===== src/rtl/rolhas_pkg.sv =====
// ============================================================================
// Module   : rolhas_pkg
// Purpose  : Shared constants for the cork magazine stock controller.
// Revision : 1.0 - initial release
// ============================================================================
`default_nettype none

package rolhas_pkg;

   localparam int c_count_w        = 7;
   localparam int c_capacity_def   = 99;
   localparam int c_refill_qty_def = 15;
   localparam int c_threshold_def  = 5;

   localparam logic [1:0] c_st_idle   = 2'd0;
   localparam logic [1:0] c_st_refill = 2'd1;
   localparam logic [1:0] c_st_fault  = 2'd2;

endpackage : rolhas_pkg

`default_nettype wire


===== src/rtl/conversor_bcd_rolhas.sv =====
// ============================================================================
// Module   : conversor_bcd_rolhas
// Purpose  : Combinational 7-bit binary to two-digit BCD (valid for 0..99).
// Revision : 1.0 - initial release
// ============================================================================
`default_nettype none

module conversor_bcd_rolhas
   import rolhas_pkg::*;
(
   input  logic [c_count_w-1:0] bin,
   output logic [3:0]           tens,
   output logic [3:0]           units
);

   assign tens  = 4'(bin / 7'd10);
   assign units = 4'(bin % 7'd10);

endmodule : conversor_bcd_rolhas

`default_nettype wire


===== src/rtl/controlador_estoque_rolhas.sv =====
// ============================================================================
// Module   : controlador_estoque_rolhas
// Purpose  : Cork stock counter with per-bottle dispensing, refill req/ack
//            handshake and BCD display digits. ROLHAS_TIMEOUT_EN enables the
//            refill acknowledge watchdog and the FAULT state.
// Revision : 1.0 - initial release
// ============================================================================
`default_nettype none

module controlador_estoque_rolhas
   import rolhas_pkg::*;
#(
   parameter int CAPACITY    = c_capacity_def,
   parameter int REFILL_QTY  = c_refill_qty_def,
   parameter int THRESHOLD   = c_threshold_def,
   parameter int ACK_TIMEOUT = 255
)(
   input  logic                 clk,
   input  logic                 rst_n,
   input  logic                 bottle_req,
   output logic                 bottle_grant,
   output logic                 refill_req,
   input  logic                 refill_ack,
   input  logic                 fault_clr,
   output logic [c_count_w-1:0] count,
   output logic [3:0]           tens_bcd,
   output logic [3:0]           units_bcd,
   output logic                 empty,
   output logic                 low,
   output logic                 fault
);

   localparam logic [c_count_w-1:0] c_capacity  = c_count_w'(CAPACITY);
   localparam logic [c_count_w-1:0] c_threshold = c_count_w'(THRESHOLD);
   localparam logic [c_count_w:0]   c_capacity_x = {1'b0, c_capacity};
   localparam logic [c_count_w:0]   c_refill_x   = (c_count_w+1)'(REFILL_QTY);
   localparam logic [7:0]           c_ack_timeout = 8'(ACK_TIMEOUT);

   logic [1:0]           r_state;
   logic [c_count_w-1:0] r_count;
   logic                 r_grant;
   logic                 r_req;
   logic                 w_grant;
   logic                 w_ack;
   logic                 w_wd_expired;
   logic [c_count_w:0]   w_sum;
   logic [c_count_w-1:0] w_count_next;

   // Grant and accepted lot are applied together; the sum is one bit wider so
   // that an overfull result can be clipped to capacity.
   assign w_grant      = bottle_req & (r_count != '0) & ~r_grant;
   assign w_ack        = r_req & refill_ack;
   assign w_sum        = {1'b0, r_count} - {{c_count_w{1'b0}}, w_grant}
                         + (w_ack ? c_refill_x : '0);
   assign w_count_next = (w_sum > c_capacity_x) ? c_capacity : w_sum[c_count_w-1:0];

`ifdef ROLHAS_TIMEOUT_EN
   logic       r_fault;
   logic [7:0] r_wd;
   logic [7:0] w_wd_next;

   assign w_wd_next    = r_wd + 8'd1;
   assign w_wd_expired = (w_wd_next == c_ack_timeout);
   assign fault        = r_fault;

   // Held at zero outside REFILL, so every refill starts a fresh window.
   always_ff @(posedge clk or negedge rst_n) begin
      if (!rst_n) begin
         r_wd <= '0;
      end else if (r_state != c_st_refill) begin
         r_wd <= '0;
      end else begin
         r_wd <= w_wd_next;
      end
   end
`else
   logic w_unused;

   assign w_wd_expired = 1'b0;
   assign fault        = 1'b0;
   assign w_unused     = &{1'b0, fault_clr, c_ack_timeout};
`endif

   always_ff @(posedge clk or negedge rst_n) begin
      if (!rst_n) begin
         r_state <= c_st_idle;
         r_count <= '0;
         r_grant <= 1'b0;
         r_req   <= 1'b0;
`ifdef ROLHAS_TIMEOUT_EN
         r_fault <= 1'b0;
`endif
      end else begin
         r_count <= w_count_next;
         r_grant <= w_grant;
         case (r_state)
            c_st_idle: begin
               if (r_count <= c_threshold) begin
                  r_state <= c_st_refill;
                  r_req   <= 1'b1;
               end
            end
            c_st_refill: begin
               if (w_ack) begin
                  r_state <= c_st_idle;
                  r_req   <= 1'b0;
               end else if (w_wd_expired) begin
                  r_state <= c_st_fault;
                  r_req   <= 1'b0;
`ifdef ROLHAS_TIMEOUT_EN
                  r_fault <= 1'b1;
`endif
               end
            end
            c_st_fault: begin
`ifdef ROLHAS_TIMEOUT_EN
               if (fault_clr) begin
                  r_state <= c_st_idle;
                  r_fault <= 1'b0;
               end
`else
               r_state <= c_st_idle;
`endif
            end
            default: r_state <= c_st_idle;
         endcase
      end
   end

   assign bottle_grant = r_grant;
   assign refill_req   = r_req;
   assign count        = r_count;
   assign empty        = (r_count == '0);
   assign low          = (r_count <= c_threshold);

   conversor_bcd_rolhas u_bcd (
      .bin   (r_count),
      .tens  (tens_bcd),
      .units (units_bcd)
   );

endmodule : controlador_estoque_rolhas

`default_nettype wire


===== config.mk =====
export PLATFORM = sky130hd
export DESIGN_NAME = controlador_estoque_rolhas
export DESIGN_NICKNAME = d
export VERILOG_FILES = /design/src/rtl/rolhas_pkg.sv /design/src/rtl/conversor_bcd_rolhas.sv /design/src/rtl/controlador_estoque_rolhas.sv
export SDC_FILE = /design/constraint.sdc
export NUM_CORES = 1
export LEC_CHECK = 0
export ABC_AREA = 1
export BUFFER_PORTS_ARGS = -buffer_cell sky130_fd_sc_hd__buf_2
export CAP_MARGIN = 20
export CORE_MARGIN = 2
export CORE_UTILIZATION = 53
export CTS_BUF_LIST = sky130_fd_sc_hd__clkbuf_16
export CTS_CLUSTER_DIAMETER = 150
export DETAILED_ROUTE_END_ITERATION = 6
export PLACE_DENSITY = 0.85
export SYNTH_ARGS = -nofsm -noshare
export SYNTH_HDL_FRONTEND = slang
export SYNTH_SLANG_ARGS = --single-unit

===== constraint.sdc =====
create_clock -name clk -period 3.37 [get_ports clk]
set_input_delay 0.1685 -clock clk [delete_from_list [all_inputs] [get_ports clk]]
set_output_delay 0.1685 -clock clk [all_outputs]
set_load 0.03 [all_outputs]

==> out/results.txt, run 1 <==
Clock Tree Buf Depth -> 2
FF-to-FF Start -> count[0]
Hold violation count in the final report -> 0
Worst path most repeated cell -> nand2_1
Vias -> 1,053
Site row count -> 16
Setup bufs post-CTS -> 0
GRT Util Overall -> 22.7%
Clock Pin Slew Worst Setup and Hold Paths -> 0.04 ns
Antenna-violating nets left -> 0
Dpl hpwl -> 1960 µm
Grt total ovfl -> 0
Startpoint Class -> register
Vias in the first global route -> 1,027
Post-Syn Area -> 1080 µm²
Hold Crit Class -> input pin to register
CTS H-tree depth -> 1
TritonCTS clock tree -> done
Layout area overhead -> 26.0%
Post-Route Utilization -> 70.3%
Maxcap violations -> 0
Critical path's largest stage delay -> 0.43 ns
Antenna Cells -> 0
Pin count of the biggest net entering global routing -> 10
Initial antenna violation count -> 0
Fill cells -> 158
Nets -> 199
Cells after Synth -> 147
CP required -> 3.48 ns
Number of CTS-inserted buffers -> 3
Share of cells above drive strength 1 -> 34.8%
Die area -> 2420 µm²
Slew Limit Fails -> 0
R2R depth -> 16
RSZ-0062 raised after global routing -> no
Iteration-0 DRC Markers -> 15
Final Cycle Share -> 93.5%
Netlist cell types -> 29
IO Port Bufs -> 22
Wire per inst -> 12.1 µm
Initial Utilization -> 55.8%
DRC Markers -> 0
Sum Neg Setup Slack -> 0 ns
TritonRoute pass-1 iters -> 4
Sequential element share of the synthesized area -> 20.8%
I/O pin cnt -> 25
Status -> completed
# setup viols final -> 0
Clk_lat worst skew -> 0.24 ns
R2R Setup Slk -> 0.22 ns
Die H -> 49.2 µm
Fmax -> 0.317 GHz
YS warnings -> 0
Setup crit end kind -> register
Syn nets -> 167
Clock Sink Count -> 9
CP Class -> register to register
CTS Root Cell -> clkbuf_16
FF+latch count, synth -> 9
Detailed Route WL -> 2490 µm
Syn_area_per_cell -> 7.37 µm²
Crit path arrival time -> 3.26 ns
Worst-path fanout max -> 6
Hold path startpoint -> bottle_req
Hold Path Sink -> bottle_grant
Core area -> 1940 µm²
Post-layout min period -> 3.15 ns
Clock skew -> 0.000731 ns
Routability Congestion -> 0.909
Slowest-stage cell, CP -> dfrtp_1
Die width -> 49.2 µm
R2r endpoint -> count[1]
Hold path depth -> 2
Worst path cell trace -> nor2_1, nand3_1, nor2_4, nor3b_2, ha_1, inv_1, ha_1, fa_1, a31oi_2, nor2_1, o21ai_0, nand2_1, xor2_1, nand2_1, nand2_1, or2_2
First-pass GRT wire length -> 4240 µm
Post-DR vias/cell -> 5.14
[layer usage]
| layer | part of all wire [%] | vias up | wire length [µm] | global-route usage [%] |
|---|---|---|---|---|
| met3 | 3.9 | 8 | 98 | 3.68 |
| met5 | 0 | - | 0 | 0 |
| met4 | 3.1 | 0 | 78 | 14.8 |
| met2 | 50 | 37 | 1260 | 39.4 |
| met1 | 42 | 475 | 1060 | 25.4 |
| li1 | - | 533 | - | - |
[what timing repair did]
item,4_1_cts,5_1_grt
resized for setup,0,2
hold buffers,1,0
hold endpoints to repair,9,0
endpoints found under the setup margin,0,3
[cell families after synthesis]
kind of cell	share of synthesized area, %
AO/OA/AOI/OAI	9.58
XOR/XNOR	5.66
adder cells (fa/ha/maj)	18.0
buffers and inverters	11.4
flip-flops	20.8
other	0.346
AND/OR/NAND/NOR	34.2
[layout make-up]
class | count | area [µm²] | share of cell area [%]
clock inverter | 1 | 3.75 | 0.275
clock buffer | 3 | 75.1 | 5.50
multi-input combinational | 107 | 753 | 55.2
sequential | 9 | 225 | 16.5
timing repair buffer | 29 | 165 | 12.1
inverter | 29 | 109 | 7.97
tap | 27 | 33.8 | 2.47
[worst max path at each step]
stage                  start        to  slack [ns]  cells past startpoint
floorplan           count[5]  count[1]        0.04                     17
global placement    count[4]  count[6]        0.25                     17
finish              count[0]  count[1]        0.22                     16
global route        count[0]  count[6]        0.06                     16
detailed placement  count[4]  count[6]        0.20                     17
CTS                 count[4]  count[1]        0.18                     17
[critical path, delay by kind of cell, from the launching register on]
family / cells / cell delay [ns]
AND/OR/NAND/NOR: 9 / 1.19
XOR/XNOR: 1 / 0.15
AO/OA/AOI/OAI: 2 / 0.34
adder cells (fa/ha/maj): 3 / 0.89
buffers and inverters: 1 / 0.04
flip-flops: 1 / 0.43
[per-stage QoR]
stage / setup WS, ns / hold slack [ns] / cells / cell area, µm²
floorplan: 0.0397 / -0.127 / 147 / 1090
global placement: 0.253 / 0.0302 / 200 / 1260
detailed placement: 0.203 / 0.0333 / 200 / 1260
CTS: 0.180 / 0.214 / 205 / 1350
global route: 0.0622 / 0.241 / 205 / 1370
finish: 0.220 / 0.235 / 205 / 1370
[layout by cell type (no fill, tap or decap), drive strengths merged]
cell type    count
o21ai            5
conb             1
dlygate4sd3      1
buf             28
a21boi           1
inv             30
dfrtp            9
ha              14
o21bai           2
xor2             7
o22ai            1
fa               1
nor3b            1
nand2           37
nor2            10
clkbuf           3
o21a             1
nand4            2
or2              3
a21oi            3
a31oi            2
nand3           16
[registers in the layout, summed over array words and instances, names as in the netlist]
signal	count
count	7
refill_req	1
bottle_grant	1
[Yosys cell counts]
cell	count	area (µm²)
inv_1	24	90.1
o21a_1	1	7.51
nand2_1	25	93.8
o21bai_1	2	15.0
conb_1	1	3.75
o21ai_0	1	5.00
a21oi_1	2	10.0
nor2_1	9	33.8
nand3_4	1	17.5
ha_1	14	175
a31oi_1	2	12.5
o21ai_1	2	10.0
nand4_1	2	12.5
o21ai_2	2	17.5
a21oi_2	1	8.76
nor2_2	1	6.26
or2_2	3	18.8
inv_2	5	18.8
buf_4	2	15.0
o22ai_1	1	6.26
nand2_4	4	45.0
xor2_1	7	61.3
nand2_2	8	50.1
a21boi_2	1	11.3
nor3b_1	1	7.51
nand3_2	2	20.0
fa_1	1	20.0
nand3_1	13	65.1
dfrtp_1	9	225
Power of run 1 is not shown: default switching activity piles up to over one toggle a cycle in this logic, so the estimate is an artifact.
==> run 2: changes to the inputs <==
--- a/config.mk
+++ b/config.mk
@@ -8,12 +8,11 @@
 export ABC_AREA = 1
 export BUFFER_PORTS_ARGS = -buffer_cell sky130_fd_sc_hd__buf_2
 export CAP_MARGIN = 20
-export CORE_MARGIN = 2
 export CORE_UTILIZATION = 53
 export CTS_BUF_LIST = sky130_fd_sc_hd__clkbuf_16
 export CTS_CLUSTER_DIAMETER = 150
 export DETAILED_ROUTE_END_ITERATION = 6
-export PLACE_DENSITY = 0.85
+export PLACE_DENSITY = 0.79
 export SYNTH_ARGS = -nofsm -noshare
 export SYNTH_HDL_FRONTEND = slang
 export SYNTH_SLANG_ARGS = --single-unit
==> run 2 against run 1 <==
- cell area rose by 1.3%
- critical path depth did not move
- fmax fell by 1.2%
==> out/results.txt, run 2 (same netlist as run 1, synthesis figures left out) <==
DRC Markers -> 0 (unchanged)
Die area -> 2230 µm² (was 2420 µm²)
Pin count of the biggest net entering global routing -> 10 (unchanged)
Dpl hpwl -> 1930 µm (was 1960 µm)
RSZ-0062 raised after global routing -> no (unchanged)
Fill cells -> 144 (was 158)
Clock Sink Count -> 9 (unchanged)
IO Port Bufs -> 22 (unchanged)
Clock Pin Slew Worst Setup and Hold Paths -> 0.04 ns (about the same)
First-pass GRT wire length -> 3880 µm (was 4240 µm)
CP Class -> register to register (unchanged)
Final Cycle Share -> 94.6% (was 93.5%)
Setup crit start -> count[4] (was count[0])
Nets -> 201 (was 199)
Post-layout min period -> 3.19 ns (was 3.15 ns)
Startpoint Class -> register (unchanged)
Post-DR vias/cell -> 5.03 (was 5.14)
Core area -> 1820 µm² (was 1940 µm²)
CTS H-tree depth -> 1 (unchanged)
Clk_lat worst skew -> 0.23 ns (was 0.24 ns)
Number of CTS-inserted buffers -> 3 (unchanged)
Most common cell after layout, fill and taps aside -> inv_1
Wire per inst -> 12.0 µm (was 12.1 µm)
Crit path arrival time -> 3.30 ns (was 3.26 ns)
# setup viols final -> 0 (unchanged)
Initial antenna violation count -> 0 (unchanged)
Initial Utilization -> 59.5% (was 55.8%)
Die width -> 47.2 µm (was 49.2 µm)
Routability Congestion -> 0.764 (was 0.909)
TritonRoute pass-1 iters -> 4 (unchanged)
Hold violation count in the final report -> 0 (unchanged)
Reg area -> 225 µm² (unchanged)
Grt total ovfl -> 0 (unchanged)
Flip-flop count of the largest register after layout -> 7 (unchanged)
Setup crit end kind -> register (unchanged)
Antenna-violating nets left -> 0 (unchanged)
Vias -> 1,031 (was 1,053)
CTS Root Cell -> clkbuf_16 (unchanged)
GRT Util Overall -> 25.7% (was 22.7%)
Clock Tree Buf Depth -> 2 (unchanged)
Slew Limit Fails -> 0 (unchanged)
Hold path startpoint -> bottle_req (unchanged)
Vias in the first global route -> 948 (was 1,027)
Hold Crit Class -> input pin to register (unchanged)
FF-to-FF Start -> count[4] (was count[0])
Antenna Cells -> 0 (unchanged)
Maxcap violations -> 0 (unchanged)
Fmax -> 0.314 GHz (was 0.317 GHz)
Die H -> 47.2 µm (was 49.2 µm)
Site row count -> 15 (was 16)
Share of cells above drive strength 1 -> 36.7% (was 34.8%)
Sum Neg Setup Slack -> 0 ns (unchanged)
Most frequent cells in the layout -> inv_1, nand2_1, buf_2, ha_1, nand3_1 (unchanged)
Status -> completed (unchanged)
I/O pin cnt -> 25 (unchanged)
Worst-path fanout max -> 6 (unchanged)
Detailed Route WL -> 2450 µm (was 2490 µm)
Iteration-0 DRC Markers -> 11 (was 15)
Clock skew -> 0.000698 ns (was 0.000731 ns)
Layout area overhead -> 27.6% (was 26.0%)
TritonCTS clock tree -> done (unchanged)
CP required -> 3.48 ns (about the same)
Multi-input gate area in the final layout -> 758 µm² (was 753 µm²)
## run 2: what timing repair did
action                                  4_1_cts  5_1_grt
endpoints found under the setup margin        1        6
hold buffers                                  1        0
pin swaps                                     0        1
resized for setup                             1        4
endpoints found under the hold margin         9        0
setup buffers                                 0        1
## run 2: layout make-up
type / instances / area share, %
clock inverter: 1 / 0.271
sequential: 9 / 16.3
timing repair buffer: 31 / 13.0
clock buffer: 3 / 5.43
tap: 25 / 2.26
multi-input combinational: 107 / 54.8
inverter: 29 / 7.87
## run 2: worst paths after layout
check / to / slack [ns] / depth (start not counted)
min in group asynchronous: count[6] / 0.35 / 2
max in group asynchronous: bottle_grant / 2.84 / 2
setup / recovery: count[1] / 0.18 / 16
setup reg to reg: count[1] / 0.18 / 16
hold reg to reg: bottle_grant / 0.48 / 1
hold / removal: bottle_grant / 0.24 / 2
## run 2: per-stage QoR
stage / util, % / instance area, µm² / worst slack (ns) / cells / hold slack [ns]
2_1_floorplan: - / 1090 / 0.0397 / 147 / -0.127
3_3_place_gp: 69.8 / 1270 / 0.283 / 199 / 0.0204
3_5_place_dp: 69.8 / 1270 / 0.145 / 199 / 0.0218
4_1_cts: 74.9 / 1360 / 0.0926 / 204 / 0.241
5_1_grt: 75.9 / 1380 / 0.00763 / 205 / 0.245
6_report: 75.9 / 1380 / 0.180 / 205 / 0.242
## run 2: layer usage
metal	share of wire, %	routed length (µm)	track usage, %
met3	1.1	27	2.69
met4	0.77	19	13.7
met5	0	0	0
met1	42	1030	29.0
met2	56	1380	46.9
## run 2: worst max-delay path, stage by stage (launching register included)
cell,delay (ns)
dfrtp_1,0.37
inv_1,0.10
ha_1,0.19
nand2_1,0.12
nor2_4,0.14
nor3b_2,0.06
ha_1,0.28
inv_1,0.04
ha_1,0.20
fa_2,0.37
a31oi_2,0.24
buf_4,0.15
xor2_1,0.19
a31oi_1,0.11
nand2_1,0.11
nand2_2,0.09
or2_2,0.29
Power of run 2 is left out for the same reason.
==> run 3: changes to the inputs <==
--- a/config.mk
+++ b/config.mk
@@ -9,7 +9,6 @@
 export BUFFER_PORTS_ARGS = -buffer_cell sky130_fd_sc_hd__buf_2
 export CAP_MARGIN = 20
 export CORE_UTILIZATION = 53
-export CTS_BUF_LIST = sky130_fd_sc_hd__clkbuf_16
 export CTS_CLUSTER_DIAMETER = 150
 export DETAILED_ROUTE_END_ITERATION = 6
 export PLACE_DENSITY = 0.79
==> run 3 against run 2 <==
- fmax is 2.3% higher
- critical path depth is 1 higher
- non-clock buffer count is 1 lower
- utilization is 3.3 points lower
==> out/results.txt, run 3 (same netlist as run 1, synthesis figures left out) <==
Status -> completed (unchanged)
Reg area -> 225 µm² (unchanged)
Grt met2 use -> 41.9% (was 46.9%)
Flip-flop count of the largest register after layout -> 7 (unchanged)
Post-DR vias/cell -> 4.95 (was 5.03)
Die width -> 47.2 µm (unchanged)
Slew Limit Fails -> 0 (unchanged)
Maxcap violations -> 0 (unchanged)
DRC Markers -> 0 (unchanged)
Setup bufs post-CTS -> 0 (unchanged)
CTS Root Cell -> clkbuf_4 (was clkbuf_16)
CTS H-tree depth -> 1 (unchanged)
# setup viols final -> 0 (unchanged)
IO Port Bufs -> 22 (unchanged)
Nets -> 200 (was 201)
Clock skew -> 0.00402 ns (was 0.000698 ns)
Final WS setup -> 0.252 ns (was 0.180 ns)
Grt total ovfl -> 0 (unchanged)
Initial antenna violation count -> 0 (unchanged)
Iteration-0 DRC Markers -> 20 (was 11)
Hold path depth -> 2 (unchanged)
Initial Utilization -> 59.5% (unchanged)
Crit path arrival time -> 3.25 ns (was 3.30 ns)
Post-layout min period -> 3.12 ns (was 3.19 ns)
Core area -> 1820 µm² (unchanged)
Slowest-stage cell, CP -> fa_1 (was dfrtp_1)
GRT Util Overall -> 22.4% (was 25.7%)
Clk_lat worst skew -> 0.25 ns (was 0.23 ns)
Worst-path fanout max -> 6 (unchanged)
Hold violation count in the final report -> 0 (unchanged)
I/O pin cnt -> 25 (unchanged)
Routability Congestion -> 0.764 (unchanged)
GRT busiest layer -> met2 (unchanged)
Pin count of the biggest net entering global routing -> 10 (unchanged)
Clock Pin Slew Worst Setup and Hold Paths -> 0.06 ns (was 0.04 ns)
Antenna-violating nets left -> 0 (unchanged)
GR Layer Usage met1 -> 25.0% (was 29.0%)
Die area -> 2230 µm² (unchanged)
Critical path's largest stage delay -> 0.42 ns (was 0.37 ns)
Detailed Route WL -> 2180 µm (was 2450 µm)
Vias -> 1,010 (was 1,031)
Startpoint Class -> register (unchanged)
CP Class -> register to register (unchanged)
Site row count -> 15 (unchanged)
Die H -> 47.2 µm (unchanged)
Antenna Cells -> 0 (unchanged)
R2R depth -> 17 (was 16)
Worst path cell trace -> inv_1, ha_1, nand2_1, nor2_4, nor3b_2, ha_1, inv_1, ha_1, fa_1, a31oi_2, nor2_1, o21ai_0, nand2_1, xor2_1, nand2_1, nand2_2, or2_2 (was inv_1, ha_1, nand2_1, nor2_4, nor3b_2, ha_1, inv_1, ha_1, fa_2, a31oi_2, buf_4, xor2_1, a31oi_1, nand2_1, nand2_2, or2_2)
Met3 GRT Util -> 2.69% (unchanged)
Setup crit end kind -> register (unchanged)
Wire per inst -> 10.7 µm (was 12.0 µm)
Clock Tree Buf Depth -> 2 (unchanged)
Dpl hpwl -> 1930 µm (unchanged)
Layout area overhead -> 22.1% (was 27.6%)
CP required -> 3.50 ns (was 3.48 ns)
First-pass GRT wire length -> 3490 µm (was 3880 µm)
Most frequent cells in the layout -> inv_1, nand2_1, buf_2, ha_1, nand3_1 (unchanged)
Hold Crit Class -> input pin to register (unchanged)
TritonCTS clock tree -> done (unchanged)
Post-Place Setup Slack -> 0.145 ns (unchanged)
Vias in the first global route -> 924 (was 948)
TritonRoute pass-1 iters -> 4 (unchanged)
Share of cells above drive strength 1 -> 35.8% (was 36.7%)
Final Cycle Share -> 92.5% (was 94.6%)
Fmax -> 0.321 GHz (was 0.314 GHz)
Number of CTS-inserted buffers -> 3 (unchanged)
Fill cells -> 151 (was 144)
Multi-input gate area in the final layout -> 756 µm² (was 758 µm²)
Clock Sink Count -> 9 (unchanged)
[run 3: cell type report]
| class | count | share of cell area [%] |
|---|---|---|
| Inverter | 29 | 8.42 |
| Timing Repair Buffer | 30 | 13.1 |
| Sequential cell | 9 | 17.0 |
| Clock buffer | 4 | 1.99 |
| Multi-Input combinational cell | 107 | 57.1 |
| Tap cell | 25 | 2.37 |
[run 3: path summary, 6_finish.rpt]
check | startpoint | to | slack, ns
max in group asynchronous | rst_n | bottle_grant | 2.91
hold / removal | bottle_req | bottle_grant | 0.21
setup reg to reg | count[5] | count[1] | 0.25
min in group asynchronous | rst_n | count[6] | 0.29
setup / recovery | count[5] | count[1] | 0.25
hold reg to reg | bottle_grant | bottle_grant | 0.45
[run 3: critical path, delay by kind of cell (launching register included)]
kind            cells  cell delay (ns)
fa+ha+maj           4             1.04
simple gates        8             0.93
flops               1             0.38
compound gates      2             0.35
xor+xnor            1             0.16
buf+inv             2             0.12
[run 3: per-layer routing]
layer	part of all wire (%)	routed length, µm
met5	0	0
met2	54	1180
met4	1.7	36
met3	2.1	46
met1	42	913
[run 3: through the flow]
stage | instance area (µm²) | hold WS [ns] | cells | util (%) | setup TNS, ns
after floorplan | 1090 | -0.127 | 147 | - | 0
after global placement | 1270 | 0.0204 | 199 | 69.8 | 0
after detailed placement | 1270 | 0.0218 | 199 | 69.8 | 0
after CTS | 1310 | 0.198 | 204 | 71.8 | 0
after global routing | 1320 | 0.207 | 204 | 72.6 | -0.0292
final | 1320 | 0.208 | 204 | 72.6 | 0
[run 3: repair_timing]
action | in CTS | in global routing
endpoints found under the setup margin | 0 | 6
resized for setup | 0 | 4
hold endpoints to repair | 9 | 0
hold buffers | 1 | 0
Power of run 3 is left out for the same reason.
